$ cat src/rtl/mat2axi_sched_pkg.sv
// Shared types and constants for the row-major AXI burst scheduler.
package mat2axi_sched_pkg;

  localparam int ADDR_W_DEF    = 64;
  localparam int DATA_W_DEF    = 64;
  localparam int BPP_DEF       = 1;
  localparam int MAX_BURST_DEF = 16;
  localparam int MAX_OUTST_DEF = 8;

  // A stride of all ones means the row pitch equals the image width.
  localparam logic [31:0] STRIDE_USE_COLS = 32'hFFFF_FFFF;

  localparam logic [2:0] ST_IDLE  = 3'd0;
  localparam logic [2:0] ST_SETUP = 3'd1;
  localparam logic [2:0] ST_ISSUE = 3'd2;
  localparam logic [2:0] ST_DRAIN = 3'd3;
  localparam logic [2:0] ST_DONE  = 3'd4;

  typedef enum logic [2:0] {
    IDLE  = ST_IDLE,
    SETUP = ST_SETUP,
    ISSUE = ST_ISSUE,
    DRAIN = ST_DRAIN,
    DONE  = ST_DONE
  } sched_state_e;

  function automatic logic [7:0] burst_len(input logic [17:0] beats, input logic [17:0] max_beats);
    logic [17:0] n;
    if (beats > max_beats) begin
      n = max_beats;
    end else if (beats == 18'd0) begin
      n = 18'd1;
    end else begin
      n = beats;
    end
    return 8'(n - 18'd1);
  endfunction

endpackage

$ cat src/rtl/mat2axi_outst_ctr.sv
// Count of bursts issued but not yet acknowledged; a response with nothing
// in flight is dropped rather than wrapping the counter.
module mat2axi_outst_ctr
  import mat2axi_sched_pkg::*;
#(
  parameter int MAX_OUTST = MAX_OUTST_DEF
) (
  input  logic ap_clk,
  input  logic ap_rst_n,
  input  logic inc,
  input  logic dec,
  output logic full,
  output logic full_nxt,
  output logic empty
);

  localparam int CW = $clog2(MAX_OUTST + 1);
  localparam logic [CW-1:0] CNT_ZERO = {CW{1'b0}};
  localparam logic [CW-1:0] CNT_ONE  = {{(CW-1){1'b0}}, 1'b1};
  localparam logic [CW-1:0] CNT_MAX  = CW'(MAX_OUTST);

  logic [CW-1:0] cnt_r;
  logic [CW-1:0] cnt_nxt_s;
  logic          dec_ok_s;

  assign dec_ok_s = dec && (cnt_r != CNT_ZERO);

  // next count: an accept and a response in the same cycle cancel out
  always_comb begin
    cnt_nxt_s = cnt_r;
    if (inc && !dec_ok_s) begin
      cnt_nxt_s = cnt_r + CNT_ONE;
    end else if (dec_ok_s && !inc) begin
      cnt_nxt_s = cnt_r - CNT_ONE;
    end else begin
      cnt_nxt_s = cnt_r;
    end
  end

  // in-flight count register
  always_ff @(posedge ap_clk or negedge ap_rst_n) begin
    if (!ap_rst_n) begin
      cnt_r <= CNT_ZERO;
    end else begin
      cnt_r <= cnt_nxt_s;
    end
  end

  assign full     = (cnt_r == CNT_MAX);
  assign full_nxt = (cnt_nxt_s == CNT_MAX);
  assign empty    = (cnt_r == CNT_ZERO);

endmodule

$ cat src/rtl/mat2axi_row_sched.sv
// Walks an image frame row by row and emits burst commands (address, beats-1),
// throttled by the number of bursts still awaiting a B response.
module mat2axi_row_sched
  import mat2axi_sched_pkg::*;
#(
  parameter int ADDR_W    = ADDR_W_DEF,
  parameter int DATA_W    = DATA_W_DEF,
  parameter int BPP       = BPP_DEF,
  parameter int MAX_BURST = MAX_BURST_DEF,
  parameter int MAX_OUTST = MAX_OUTST_DEF
) (
  input  logic              ap_clk,
  input  logic              ap_rst_n,
  input  logic              ap_start,
  input  logic              ap_continue,
  output logic              ap_done,
  output logic              ap_idle,
  output logic              ap_ready,
  input  logic [ADDR_W-1:0] base_addr,
  input  logic [15:0]       rows,
  input  logic [15:0]       cols,
  input  logic [31:0]       stride,
  output logic              cmd_valid,
  input  logic              cmd_ready,
  output logic [ADDR_W-1:0] cmd_addr,
  output logic [7:0]        cmd_len,
  input  logic              rsp_valid
);

  localparam int BPB    = DATA_W / 8;
  localparam int BPB_SH = $clog2(BPB);

  sched_state_e      state_r, state_nxt_s;
  logic [ADDR_W-1:0] base_r, base_nxt_s, row_addr_r, row_addr_nxt_s, cmd_addr_r, cmd_addr_nxt_s;
  logic [15:0]       rows_r, rows_nxt_s, cols_r, cols_nxt_s, row_r, row_nxt_s;
  logic [31:0]       stride_r, stride_nxt_s;
  logic [17:0]       pitch_r, pitch_nxt_s, row_beats_r, row_beats_nxt_s, beats_left_r, beats_left_nxt_s;
  logic [7:0]        cmd_len_r, cmd_len_nxt_s;
  logic              cmd_valid_r, cmd_valid_nxt_s, ap_done_r, ap_done_nxt_s, ap_ready_r, ap_ready_nxt_s;

  logic [15:0]       cols_eff_s;
  logic [17:0]       pitch_s, row_beats_s, burst_beats_s, remain_s;
  logic [18:0]       row_bytes_s;
  logic [ADDR_W-1:0] burst_bytes_s, next_row_addr_s;
  logic              accept_s, full_s, full_nxt_s, empty_s, last_row_s;

  assign cols_eff_s      = (stride_r == STRIDE_USE_COLS) ? cols_r : stride_r[15:0];
  assign pitch_s         = 18'(cols_eff_s) * 18'(BPP);
  assign row_bytes_s     = 19'(cols_r) * 19'(BPP) + 19'(BPB - 1);
  assign row_beats_s     = 18'(row_bytes_s >> BPB_SH);
  assign burst_beats_s   = {10'd0, cmd_len_r} + 18'd1;
  assign remain_s        = beats_left_r - burst_beats_s;
  assign burst_bytes_s   = ADDR_W'(burst_beats_s) << BPB_SH;
  assign next_row_addr_s = row_addr_r + ADDR_W'(pitch_r);
  assign last_row_s      = (row_r == rows_r - 16'd1);
  assign accept_s        = cmd_valid_r && cmd_ready && !full_s;

  mat2axi_outst_ctr #(.MAX_OUTST(MAX_OUTST)) u_outst_ctr (
    .ap_clk   (ap_clk),
    .ap_rst_n (ap_rst_n),
    .inc      (accept_s),
    .dec      (rsp_valid),
    .full     (full_s),
    .full_nxt (full_nxt_s),
    .empty    (empty_s)
  );

  // frame sequencing and burst address walk
  always_comb begin
    state_nxt_s      = state_r;
    base_nxt_s       = base_r;
    rows_nxt_s       = rows_r;
    cols_nxt_s       = cols_r;
    stride_nxt_s     = stride_r;
    pitch_nxt_s      = pitch_r;
    row_beats_nxt_s  = row_beats_r;
    row_nxt_s        = row_r;
    row_addr_nxt_s   = row_addr_r;
    beats_left_nxt_s = beats_left_r;
    cmd_addr_nxt_s   = cmd_addr_r;
    cmd_len_nxt_s    = cmd_len_r;
    ap_done_nxt_s    = ap_done_r;
    ap_ready_nxt_s   = 1'b0;
    case (state_r)
      IDLE: begin
        if (ap_start) begin
          base_nxt_s     = base_addr;
          rows_nxt_s     = rows;
          cols_nxt_s     = cols;
          stride_nxt_s   = stride;
          ap_ready_nxt_s = 1'b1;
          state_nxt_s    = SETUP;
        end else begin
          state_nxt_s = IDLE;
        end
      end
      SETUP: begin
        pitch_nxt_s     = pitch_s;
        row_beats_nxt_s = row_beats_s;
        if ((rows_r == 16'd0) || (cols_r == 16'd0)) begin
          ap_done_nxt_s = 1'b1;
          state_nxt_s   = DONE;
        end else begin
          row_nxt_s        = 16'd0;
          row_addr_nxt_s   = base_r;
          cmd_addr_nxt_s   = base_r;
          beats_left_nxt_s = row_beats_s;
          cmd_len_nxt_s    = burst_len(row_beats_s, 18'(MAX_BURST));
          state_nxt_s      = ISSUE;
        end
      end
      ISSUE: begin
        if (!accept_s) begin
          state_nxt_s = ISSUE;
        end else if (remain_s != 18'd0) begin
          cmd_addr_nxt_s   = cmd_addr_r + burst_bytes_s;
          beats_left_nxt_s = remain_s;
          cmd_len_nxt_s    = burst_len(remain_s, 18'(MAX_BURST));
        end else if (last_row_s) begin
          beats_left_nxt_s = 18'd0;
          state_nxt_s      = DRAIN;
        end else begin
          // row finished: jump straight to the next row with no idle cycle
          row_nxt_s        = row_r + 16'd1;
          row_addr_nxt_s   = next_row_addr_s;
          cmd_addr_nxt_s   = next_row_addr_s;
          beats_left_nxt_s = row_beats_r;
          cmd_len_nxt_s    = burst_len(row_beats_r, 18'(MAX_BURST));
        end
      end
      DRAIN: begin
        if (empty_s) begin
          ap_done_nxt_s = 1'b1;
          state_nxt_s   = DONE;
        end else begin
          state_nxt_s = DRAIN;
        end
      end
      DONE: begin
        if (ap_continue) begin
          ap_done_nxt_s = 1'b0;
          state_nxt_s   = IDLE;
        end else begin
          state_nxt_s = DONE;
        end
      end
      default: begin
        ap_done_nxt_s = 1'b0;
        state_nxt_s   = IDLE;
      end
    endcase
    cmd_valid_nxt_s = (state_nxt_s == ISSUE) && !full_nxt_s;
  end

  // state and output registers
  always_ff @(posedge ap_clk or negedge ap_rst_n) begin
    if (!ap_rst_n) begin
      state_r      <= IDLE;
      base_r       <= {ADDR_W{1'b0}};
      rows_r       <= 16'd0;
      cols_r       <= 16'd0;
      stride_r     <= 32'd0;
      pitch_r      <= 18'd0;
      row_beats_r  <= 18'd0;
      row_r        <= 16'd0;
      row_addr_r   <= {ADDR_W{1'b0}};
      beats_left_r <= 18'd0;
      cmd_addr_r   <= {ADDR_W{1'b0}};
      cmd_len_r    <= 8'd0;
      cmd_valid_r  <= 1'b0;
      ap_done_r    <= 1'b0;
      ap_ready_r   <= 1'b0;
    end else begin
      state_r      <= state_nxt_s;
      base_r       <= base_nxt_s;
      rows_r       <= rows_nxt_s;
      cols_r       <= cols_nxt_s;
      stride_r     <= stride_nxt_s;
      pitch_r      <= pitch_nxt_s;
      row_beats_r  <= row_beats_nxt_s;
      row_r        <= row_nxt_s;
      row_addr_r   <= row_addr_nxt_s;
      beats_left_r <= beats_left_nxt_s;
      cmd_addr_r   <= cmd_addr_nxt_s;
      cmd_len_r    <= cmd_len_nxt_s;
      cmd_valid_r  <= cmd_valid_nxt_s;
      ap_done_r    <= ap_done_nxt_s;
      ap_ready_r   <= ap_ready_nxt_s;
    end
  end

  assign ap_done   = ap_done_r;
  assign ap_ready  = ap_ready_r;
  assign ap_idle   = (state_r == IDLE) && !ap_start;
  assign cmd_valid = cmd_valid_r;
  assign cmd_addr  = cmd_addr_r;
  assign cmd_len   = cmd_len_r;

endmodule

$ cat config.mk
export PLATFORM = sky130hd
export DESIGN_NAME = mat2axi_row_sched
export DESIGN_NICKNAME = d
export VERILOG_FILES = /design/src/rtl/mat2axi_sched_pkg.sv /design/src/rtl/mat2axi_outst_ctr.sv /design/src/rtl/mat2axi_row_sched.sv
export SDC_FILE = /design/constraint.sdc
export NUM_CORES = 1
export LEC_CHECK = 0
export ABC_CLOCK_PERIOD_IN_PS = 4300
export CAP_MARGIN = 20
export CORE_UTILIZATION = 40
export CTS_BUF_LIST = sky130_fd_sc_hd__clkbuf_8
export DETAILED_ROUTE_END_ITERATION = 6
export PLACE_DENSITY_LB_ADDON = 0.3
export SLEW_MARGIN = 15
export SYNTH_ARGS = -nofsm -noshare
export SYNTH_HDL_FRONTEND = slang
export SYNTH_SLANG_ARGS = --single-unit
$ cat constraint.sdc
create_clock -name ap_clk -period 4.3 [get_ports ap_clk]
set_input_delay 0.86 -clock ap_clk [delete_from_list [all_inputs] [get_ports ap_clk]]
set_output_delay 0.86 -clock ap_clk [all_outputs]
set_load 0.05 [all_outputs]
==> reports/results.txt, run 1 <==
Status: finished, violations left
Failing checks: negative setup slack
Synth Flop Type: dfrtp_1
Die H: 227.1 um
PD cells: 882.7 nW/um^2
GR Util met2: 41.21%
Area growth syn-to-layout: 30.68%
Setup ws final: -0.09057 ns
Reg area: 8464 um^2
Syn Nets: 2413
Hpwl dp: 48570 um
Gr busiest metal: met2
Area leader, netlist: dfrtp_1
Initial antenna violation count: 3
Post-Syn Instances: 2235
Yosys top cell area share: 41.73%
PortBufs: 209
Final Hold Vio Count: 0
Core ar.: 50070 um^2
Worst Path Required: 4.87 ns
Die area: 51570 um^2
Setup Skew: 0.05226 ns
Final setup violation count: 47
Mapped Area: 20270 um^2
FP Rows: 82
Fmax: 227.8 MHz
Fin nets: 2763
Initial DRC count: 1541
Unrepaired setup endpoints after global routing: yes
HP Class: in -> async
Met1 Usage GRT: 34.96%
Post-route cell area: 26480 um^2
Post-detailed-route count of antenna-violating nets: 0
Mean routed wirelength per cell: 20.94 um
I/O pins: 210
Critical Path AT: 4.96 ns
Worst skew pair latency: 0.69 ns
CP Launch Point: cmd_len[1]$_DFFE_PN0P_
Clock transition at path regs: 0.06 ns
Worst-path maximum fanout: 6
# fillers: 4684
Pleak: 11.15 nW
Routed via count: 19.22k
Largest net degree at the start of global routing: 115
Fin crit share: 102.1%
Global placer's final weighted congestion: 0.9554
Worst-Margin Slew: 1.073 ns
Vias in the first global route: 18.47k
Async set or reset register ratio after synthesis: 100.0%
Final Max Tran Viols: 0
Max clock buf depth: 3
Via density per instance: 5.815
Distinct cells, synth: 80
Worst setup SP type: register
Yosys warns: 0
Crit Path Class: reg -> reg
Clock root cell: clkbuf_8
Max-cap violations: 0
Routed WL: 69200 um
Max VDD drop: 0.4482 mV
Ant. Diodes: 0
DR pass1 iterations: 5
Placed Area: 24320 um^2
Slew Limit Headroom: 27.86%
DIE WIDTH: 227.1 um
GRT Util Overall: 25.74%
Met3 GRT Util: 4.195%
Syn Area/Cell: 9.068 um^2
Fraction of layout cells with a size suffix above 1: 20.36%
Clock tree sinks: 338
Min Clock Period, post-route: 4.391 ns
Flops & latches, synth: 338
Multi-input logic area: 11610 um^2
Setup tns final: -1.223 ns
CTS buffer count: 60
CTS tree: yes
GRT overflow: 0
EDFF count, synth: 0
# DRC: 0
Setup crit end kind: register
Reg2reg start: cmd_len[1]$_DFFE_PN0P_
Reg2reg setup slack: -0.09 ns
First-pass GRT wire length: 103700 um
Initial Util: 40.48%
Seq/Total Area, Yosys: 41.73%
H-tree levels: 2
Top area cells in the synthesized netlist: dfrtp_1, mux2_2, nand2_1
==> placed cells by master (no fill, tap or decap), types with 37 or more instances in the layout <==
cell,n
xor2_1,65
nand3_1,76
nand2_1,255
xnor2_1,70
dfrtp_1,333
nand4_1,44
a31oi_1,43
nor3_1,44
buf_4,160
a21oi_1,146
clkdlybuf4s50_1,208
nor2_1,172
clkbuf_8,81
o21ai_0,109
inv_1,60
and3_1,37
mux2_2,131
==> logic make-up after synthesis <==
group                    synth area share, %
buffers and inverters                  3.290
AO/OA/AOI/OAI                          18.85
adder cells (fa/ha/maj)                2.828
multiplexers                           8.316
AND/OR/NAND/NOR                        18.93
flip-flops                             41.73
XOR/XNOR                               6.050
==> critical path, cell delays in order, from the launching register on <==
cell      delay, ns
dfrtp_2        0.40
and3_1         0.19
nand3_2        0.12
nor2_2         0.15
xor2_1         0.20
inv_1          0.10
ha_4           0.23
a21o_4         0.23
a311o_1        0.38
and2_1         0.17
a211oi_2       0.25
nand3_1        0.13
or3_4          0.36
buf_4          0.15
nor4b_4        0.25
buf_6          0.16
o21ai_4        0.13
or4_1          0.55
a21oi_2        0.14
==> through the flow <==
stage | setup slack, ns | total power (W) | instances | utilization [%] | hold slack [ns]
floorplan | -0.1404 | 0.01440 | 2235 | - | 0.4486
global placement | -0.1370 | 0.01868 | 3154 | 48.56 | 0.4659
detailed placement | -0.2150 | 0.01899 | 3154 | 48.57 | 0.4699
global route | -0.2812 | 0.02487 | 3305 | 52.90 | 0.3109
CTS | -0.05298 | 0.02242 | 3271 | 51.49 | 0.2626
finish | -0.09057 | 0.02338 | 3305 | 52.90 | 0.2451
==> synthesized netlist by cell type, types with 12 or more instances <==
cell type / count
dfrtp_1: 338
nand2_1: 258
nor2_1: 175
a21oi_1: 155
mux2_2: 131
o21ai_0: 131
clkbuf_1: 111
nand3_1: 80
xnor2_1: 73
xor2_1: 67
nor3_1: 47
a31oi_1: 45
nand4_1: 44
inv_1: 43
ha_1: 41
and3_1: 37
a21o_1: 34
o22ai_1: 27
o211ai_1: 26
and2_1: 23
o31ai_1: 23
or3_1: 23
nor4_1: 22
o21a_1: 22
mux2i_1: 21
a211oi_1: 18
a2bb2oi_1: 14
a22oi_1: 13
or2_2: 12
==> layout make-up <==
class | count | area share [%]
Timing Repair Buffer | 417 | 15.60
Multi-Input combinational cell | 1725 | 43.86
Sequential cell | 338 | 31.96
Tap cell | 672 | 3.175
Clock buffer | 81 | 4.209
Clock inverter | 29 | 0.5905
Inverter | 43 | 0.6094
==> layer usage <==
layer  up-vias  part of all wire (%)
met5         -                 0.019
met4         2                   3.7
met3       170                   7.5
met2       805                    46
met1      9353                    43
li1       8890                     -
==> flip-flops by register name, summed over array words and instances, names as in the netlist, 14 cells and up <==
name,flops
base_r,64
cmd_addr,64
row_addr_r,64
stride_r,32
beats_left_r,18
cols_r,16
pitch_r,16
row_r,16
rows_r,16
row_beats_r,14
==> power breakdown <==
group	switching [W]	internal (W)
registers	0.00184	0.00471
logic	0.00772	0.00596
clock network	0.00142	0.00173
total	0.0110	0.0124
==> repair_timing <==
item / 4_1_cts / 5_1_grt
setup endpoints to repair: 102 / 160
setup buffers: 6 / 24
hold buffers: 0 / 0
gates resized for setup: 22 / 77
pin swaps: 6 / 22
cloned: 1 / 9
==> worst paths after layout <==
| kind | endpoint | cells after the start |
|---|---|---|
| max | row_r[8]$_DFFE_PN0P_ | 18 |
| min | cmd_addr[46]$_DFFE_PN0P_ | 1 |
| max reg2reg | row_r[8]$_DFFE_PN0P_ | 18 |
| min reg2reg | row_addr_r[60]$_DFFE_PN0P_ | 2 |
| max in group asynchronous | rows_r[2]$_DFFE_PN0P_ | 2 |
| min in group ap_clk | row_addr_r[60]$_DFFE_PN0P_ | 2 |
No activity file was read; power rests on OpenSTA's default activity.
==> run 2: changes to the inputs <==
Settings changed: CORE_MARGIN set to 5.
==> reports/results.txt, run 2 (synthesis results as in run 1) <==
Largest net degree at the start of global routing: 118
GRT Util Overall: 23.35%
Clock power share: 12.5%
Setup crit end kind: register
Reg area: 8464 um^2
Failing checks: negative setup slack
Setup Skew: 0.03804 ns
# DRC: 0
Fin nets: 2767
CTS tree: yes
Core ar.: 50170 um^2
Commonest non-fill, non-tap cell in the layout: dfrtp_1
# fillers: 4421
Pleak: 11.27 nW
Initial DRC count: 1528
Unrepaired setup endpoints after global routing: yes
First-pass GRT wire length: 106100 um
FP Rows: 82
Hold_buf cts: 0
Max VDD drop: 0.6542 mV
Most frequent cells in the layout: dfrtp_1, nand2_1, clkdlybuf4s50_1
Gate power share: 60.5%
Die H: 235.1 um
Via density per instance: 5.877
DR pass1 iterations: 5
Mean routed wirelength per cell: 21.43 um
Int Pwr: 0.01290 W
PortBufs: 209
H-tree levels: 2
PD cells: 891.8 nW/um^2
Psw: 0.01155 W
Clock transition at path regs: 0.06 ns
DIE WIDTH: 235.1 um
Worst setup SP type: register
Worst Path Required: 4.85 ns
Worst-path maximum fanout: 5
Critical Path AT: 4.93 ns
Clock tree sinks: 338
Clock root cell: clkbuf_8
Multi-input logic area: 12400 um^2
Slew Limit Headroom: 20.56%
I/O pins: 210
Final Hold Vio Count: 0
Sw Share: 47.25%
CTS buffer count: 61
Overall Power: 0.02445 W
Final Max Tran Viols: 0
Hpwl dp: 49300 um
Seq pwr share: 27.1%
Area growth syn-to-layout: 35.30%
Post-detailed-route count of antenna-violating nets: 0
CP peak stage delay: 0.57 ns
Vias in the first global route: 18.76k
Worst skew pair latency: 0.69 ns
Fraction of layout cells with a size suffix above 1: 25.34%
Placed Area: 24260 um^2
Min Clock Period, post-route: 4.375 ns
CP max-delay cell: or4b_4
Fmax: 228.6 MHz
GRT overflow: 0
Routed WL: 70720 um
Max clock buf depth: 3
Routed via count: 19.39k
Crit Path Class: reg -> reg
Setup ws final: -0.07470 ns
Die area: 55270 um^2
Max-cap violations: 0
Initial antenna violation count: 2
Final setup violation count: 27
Post-route cell area: 27420 um^2
Initial Util: 40.40%
Ant. Diodes: 0
Fin crit share: 101.7%
Status: finished, violations left
HP Class: in -> async
CP Cell Sequence: ha_4 -> nand3_4 -> nor2_4 -> nand3_4 -> ha_4 -> or3_4 -> or4_4 -> mux2i_2 -> o221ai_2 -> a21o_1 -> or4b_4 -> or2_4 -> o31a_4 -> buf_12 -> and3_4 -> a221o_1
Global placer's final weighted congestion: 0.9205
Worst-Margin Slew: 1.182 ns
run 2: cell types whose count changed in the layout (fill, tap and decap cells not counted), sizes merged:
cell	before	now
buf	202	199
bufinv	1	2
clkbuf	88	85
clkinv	8	6
inv	62	64
run 2: repair_timing:
item	4_1_cts	5_1_grt
gates resized for setup	25	312
pin swaps	6	54
gates cloned	1	16
buffers inserted	3	23
endpoints found under the setup margin	113	154
hold endpoints to repair	0	0
run 2: per-stage QoR:
step | util (%) | std cells | setup TNS, ns | hold slack [ns] | setup slack [ns]
global route | 54.66 | 3300 | -13.25 | 0.2355 | -0.2140
detailed placement | 48.36 | 3155 | -8.495 | 0.4720 | -0.2539
floorplan | - | 2235 | -1.199 | 0.4486 | -0.1404
CTS | 51.10 | 3261 | -0.1618 | 0.1803 | -0.07019
global placement | 48.35 | 3155 | -1.810 | 0.4638 | -0.1380
finish | 54.66 | 3300 | -1.022 | 0.1679 | -0.07470
run 2: worst paths after layout:
path	to	cells after the start	startpoint	slack, ns
max	cmd_addr[32]$_DFFE_PN0P_	16	cmd_len[0]$_DFFE_PN0P_	-0.07
min	cmd_addr[35]$_DFFE_PN0P_	1	ap_rst_n	0.17
max reg2reg	cmd_addr[32]$_DFFE_PN0P_	16	cmd_len[0]$_DFFE_PN0P_	-0.07
min reg2reg	beats_left_r[0]$_DFFE_PN0P_	1	beats_left_r[0]$_DFFE_PN0P_	0.48
max in group asynchronous	cols_r[0]$_DFFE_PN0P_	2	ap_rst_n	3.09
min in group ap_clk	beats_left_r[0]$_DFFE_PN0P_	1	beats_left_r[0]$_DFFE_PN0P_	0.48
run 2: critical path, delay by kind of cell, from the launching register on:
kind / cells / cell delay, ns
AND/OR/NAND/NOR: 8 / 2.19
adder cells (fa/ha/maj): 2 / 0.34
AO/OA/AOI/OAI: 4 / 0.96
flip-flops: 1 / 0.39
buffers and inverters: 1 / 0.17
multiplexers: 1 / 0.20
run 2: cell type report:
cell class	instances	area share, %
clock buffers	72	3.614
multi-input cells	1725	45.22
flip-flops and latches	338	30.87
inverters	43	0.5886
clock inverters	30	0.6799
well taps	672	3.066
repair buffers	420	15.97
run 2: layer usage:
metal	vias to the layer above	GRT usage (%)	share of wire, %
li1	8877	-	-
met1	9550	31.32	42
met2	802	38.09	46
met3	163	4.651	7.7
met4	2	7.769	3.6
met5	-	0	0.016
run 2: power groups by stage:
stage                     Sequential, W  Combinational [W]  Clock (W)
final                           0.00662             0.0148    0.00305
after global routing            0.00682             0.0159    0.00325
after CTS                       0.00647             0.0127    0.00312
after detailed placement        0.00650             0.0125          0
after global placement          0.00644             0.0123          0
after floorplan                 0.00691            0.00749          0
==> run 3: changes to the inputs <==
Settings changed: ABC_CLOCK_PERIOD_IN_PS 4300 to 3700, SETUP_SLACK_MARGIN set to 0.15.
Clock period 4.3 ns to 3.7 ns, I/O delays scaled along.
==> reports/results.txt, run 3 (synthesis results as in run 1) <==
Status: finished, violations left
Failing checks: design-rule violations, negative setup slack
Final Hold Vio Count: 0
HP Class: in -> async
Slew Limit Headroom: 30.58%
GR Util met2: 41.92%
CTS buffer count: 61
PD cells: 1051 nW/um^2
Final hold slack: 0.1163 ns
Post-detailed-route count of antenna-violating nets: 0
Top delay family on crit path: simple AND/OR/NAND/NOR gates
CTS tree: yes
Clock tree sinks: 338
Pleak: 11.92 nW
Ant. Diodes: 0
Largest net degree at the start of global routing: 137
GRT overflow: 0
FP Rows: 82
Crit Path Class: reg -> reg
Worst setup SP type: register
Vias in the first global route: 20.09k
PortBufs: 209
First-pass GRT wire length: 117100 um
CP peak stage delay: 0.50 ns
Worst-Margin Slew: 1.041 ns
Initial DRC count: 1907
Via density per instance: 5.866
Core ar.: 50170 um^2
Clock root cell: clkbuf_8
Fin util: 56.70%
Max VDD drop: 0.7131 mV
Worst Path Required: 4.30 ns
Most frequent cells in the layout: dfrtp_1, nand2_1, buf_4
Min Clock Period, post-route: 4.426 ns
Fin nets: 2872
Met1 Usage GRT: 34.64%
CP Cell Sequence: ha_4 -> nand3_4 -> nor2_4 -> nand3_4 -> ha_4 -> or3_4 -> or4_4 -> or3_4 -> o221ai_2 -> a21o_1 -> or4b_4 -> buf_4 -> nor3_4 -> a221oi_2 -> ha_2 -> inv_1 -> a311o_1 -> or4_4 -> nand3_2
Hold_buf cts: 0
Initial Util: 40.40%
Setup Skew: 0.02119 ns
Gr busiest metal: met2
Fmax: 225.9 MHz
Area growth syn-to-layout: 40.35%
Setup ws final: -0.7260 ns
Fraction of layout cells with a size suffix above 1: 28.63%
CP max-delay cell: or4_4
Post-route cell area: 28440 um^2
DIE WIDTH: 235.1 um
Routed WL: 75070 um
Worst-path maximum fanout: 4
H-tree levels: 2
GRT Util Overall: 26.18%
Met3 GRT Util: 5.424%
Global placer's final weighted congestion: 0.9742
Commonest non-fill, non-tap cell in the layout: dfrtp_1
Hpwl dp: 51460 um
# DRC: 2
Fin crit share: 119.6%
# fillers: 4381
Max-cap violations: 0
Initial antenna violation count: 1
Final Max Tran Viols: 0
Routed via count: 20.00k
Unrepaired setup endpoints after global routing: yes
Mean routed wirelength per cell: 22.01 um
Worst skew pair latency: 0.67 ns
Placed Area: 24900 um^2
WP buf/inv: 2
Clock transition at path regs: 0.07 ns
Setup tns final: -101.76 ns
Die area: 55270 um^2
Max clock buf depth: 3
DR pass1 iterations: 7
Die H: 235.1 um
Setup crit end kind: register
Critical Path AT: 5.02 ns
Setup WS pre-CTS: -0.8817 ns
I/O pins: 210
Final setup violation count: 169
## run 3: changes by cell type in the layout (fill, tap and decap cells not counted), sizes merged
cell	delta
buf	+114
bufbuf	+1
bufinv	-2
clkbuf	-1
clkinv	+2
clkinvlp	-1
inv	-5
o21ai	+1
o31a	+1
## run 3: cell type report
class	instances	area, um^2	share of cell area (%)
well taps	672	840.8	2.956
inverters	43	161.4	0.5674
clock buffers	83	1142	4.016
repair buffers	523	5390	18.95
clock inverters	24	105.1	0.3695
multi-input cells	1727	12340	43.38
flip-flops and latches	338	8464	29.76
## run 3: metal layers
| metal | routed length (um) | vias up |
|---|---|---|
| li1 | - | 9098 |
| met1 | 31320 | 9804 |
| met2 | 34530 | 910 |
| met3 | 5909 | 189 |
| met4 | 3292 | 2 |
| met5 | 13 | - |
## run 3: what timing repair did
| action | in CTS | in global routing |
|---|---|---|
| resized for setup | 282 | 79 |
| pin swaps | 115 | 13 |
| buffers inserted | 46 | 6 |
| cloned | 20 | 0 |
| setup endpoints to repair | 170 | 170 |
## run 3: per-stage QoR
step | power, W | std cells
final | 0.02991 | 3410
after global routing | 0.03160 | 3410
after CTS | 0.02927 | 3404
after detailed placement | 0.02291 | 3231
after global placement | 0.02256 | 3231
after floorplan | 0.01688 | 2235
## run 3: power by group
group          leakage [nW]  switching, W  internal [W]
clock                 0.712       0.00167       0.00198
combinational          7.17        0.0102       0.00844
sequential             4.04       0.00215       0.00548
total                  11.9        0.0140        0.0159
## run 3: worst register-to-register path, cell delays in order (launching register included)
cell and delay (ns):
dfrtp_2 0.40, ha_4 0.16, nand3_4 0.09, nor2_4 0.13, nand3_4 0.11, ha_4 0.18, or3_4 0.37, or4_4 0.45
or3_4 0.35, o221ai_2 0.18, a21o_1 0.15, or4b_4 0.19, buf_4 0.13, nor3_4 0.04, a221oi_2 0.28, ha_2 0.24
inv_1 0.04, a311o_1 0.29, or4_4 0.50, nand3_2 0.08
## run 3: final timing paths
kind	cells after the start	endpoint	startpoint	slack (ns)
max	19	cmd_len[4]$_DFFE_PN0P_	cmd_len[1]$_DFFE_PN0P_	-0.73
min	1	row_addr_r[36]$_DFFE_PN0P_	ap_rst_n	0.12
max reg2reg	19	cmd_len[4]$_DFFE_PN0P_	cmd_len[1]$_DFFE_PN0P_	-0.73
min reg2reg	2	pitch_r[2]$_DFFE_PN0P_	pitch_r[2]$_DFFE_PN0P_	0.49
max in group asynchronous	2	cols_r[8]$_DFFE_PN0P_	ap_rst_n	2.58
min in group ap_clk	2	pitch_r[2]$_DFFE_PN0P_	pitch_r[2]$_DFFE_PN0P_	0.49
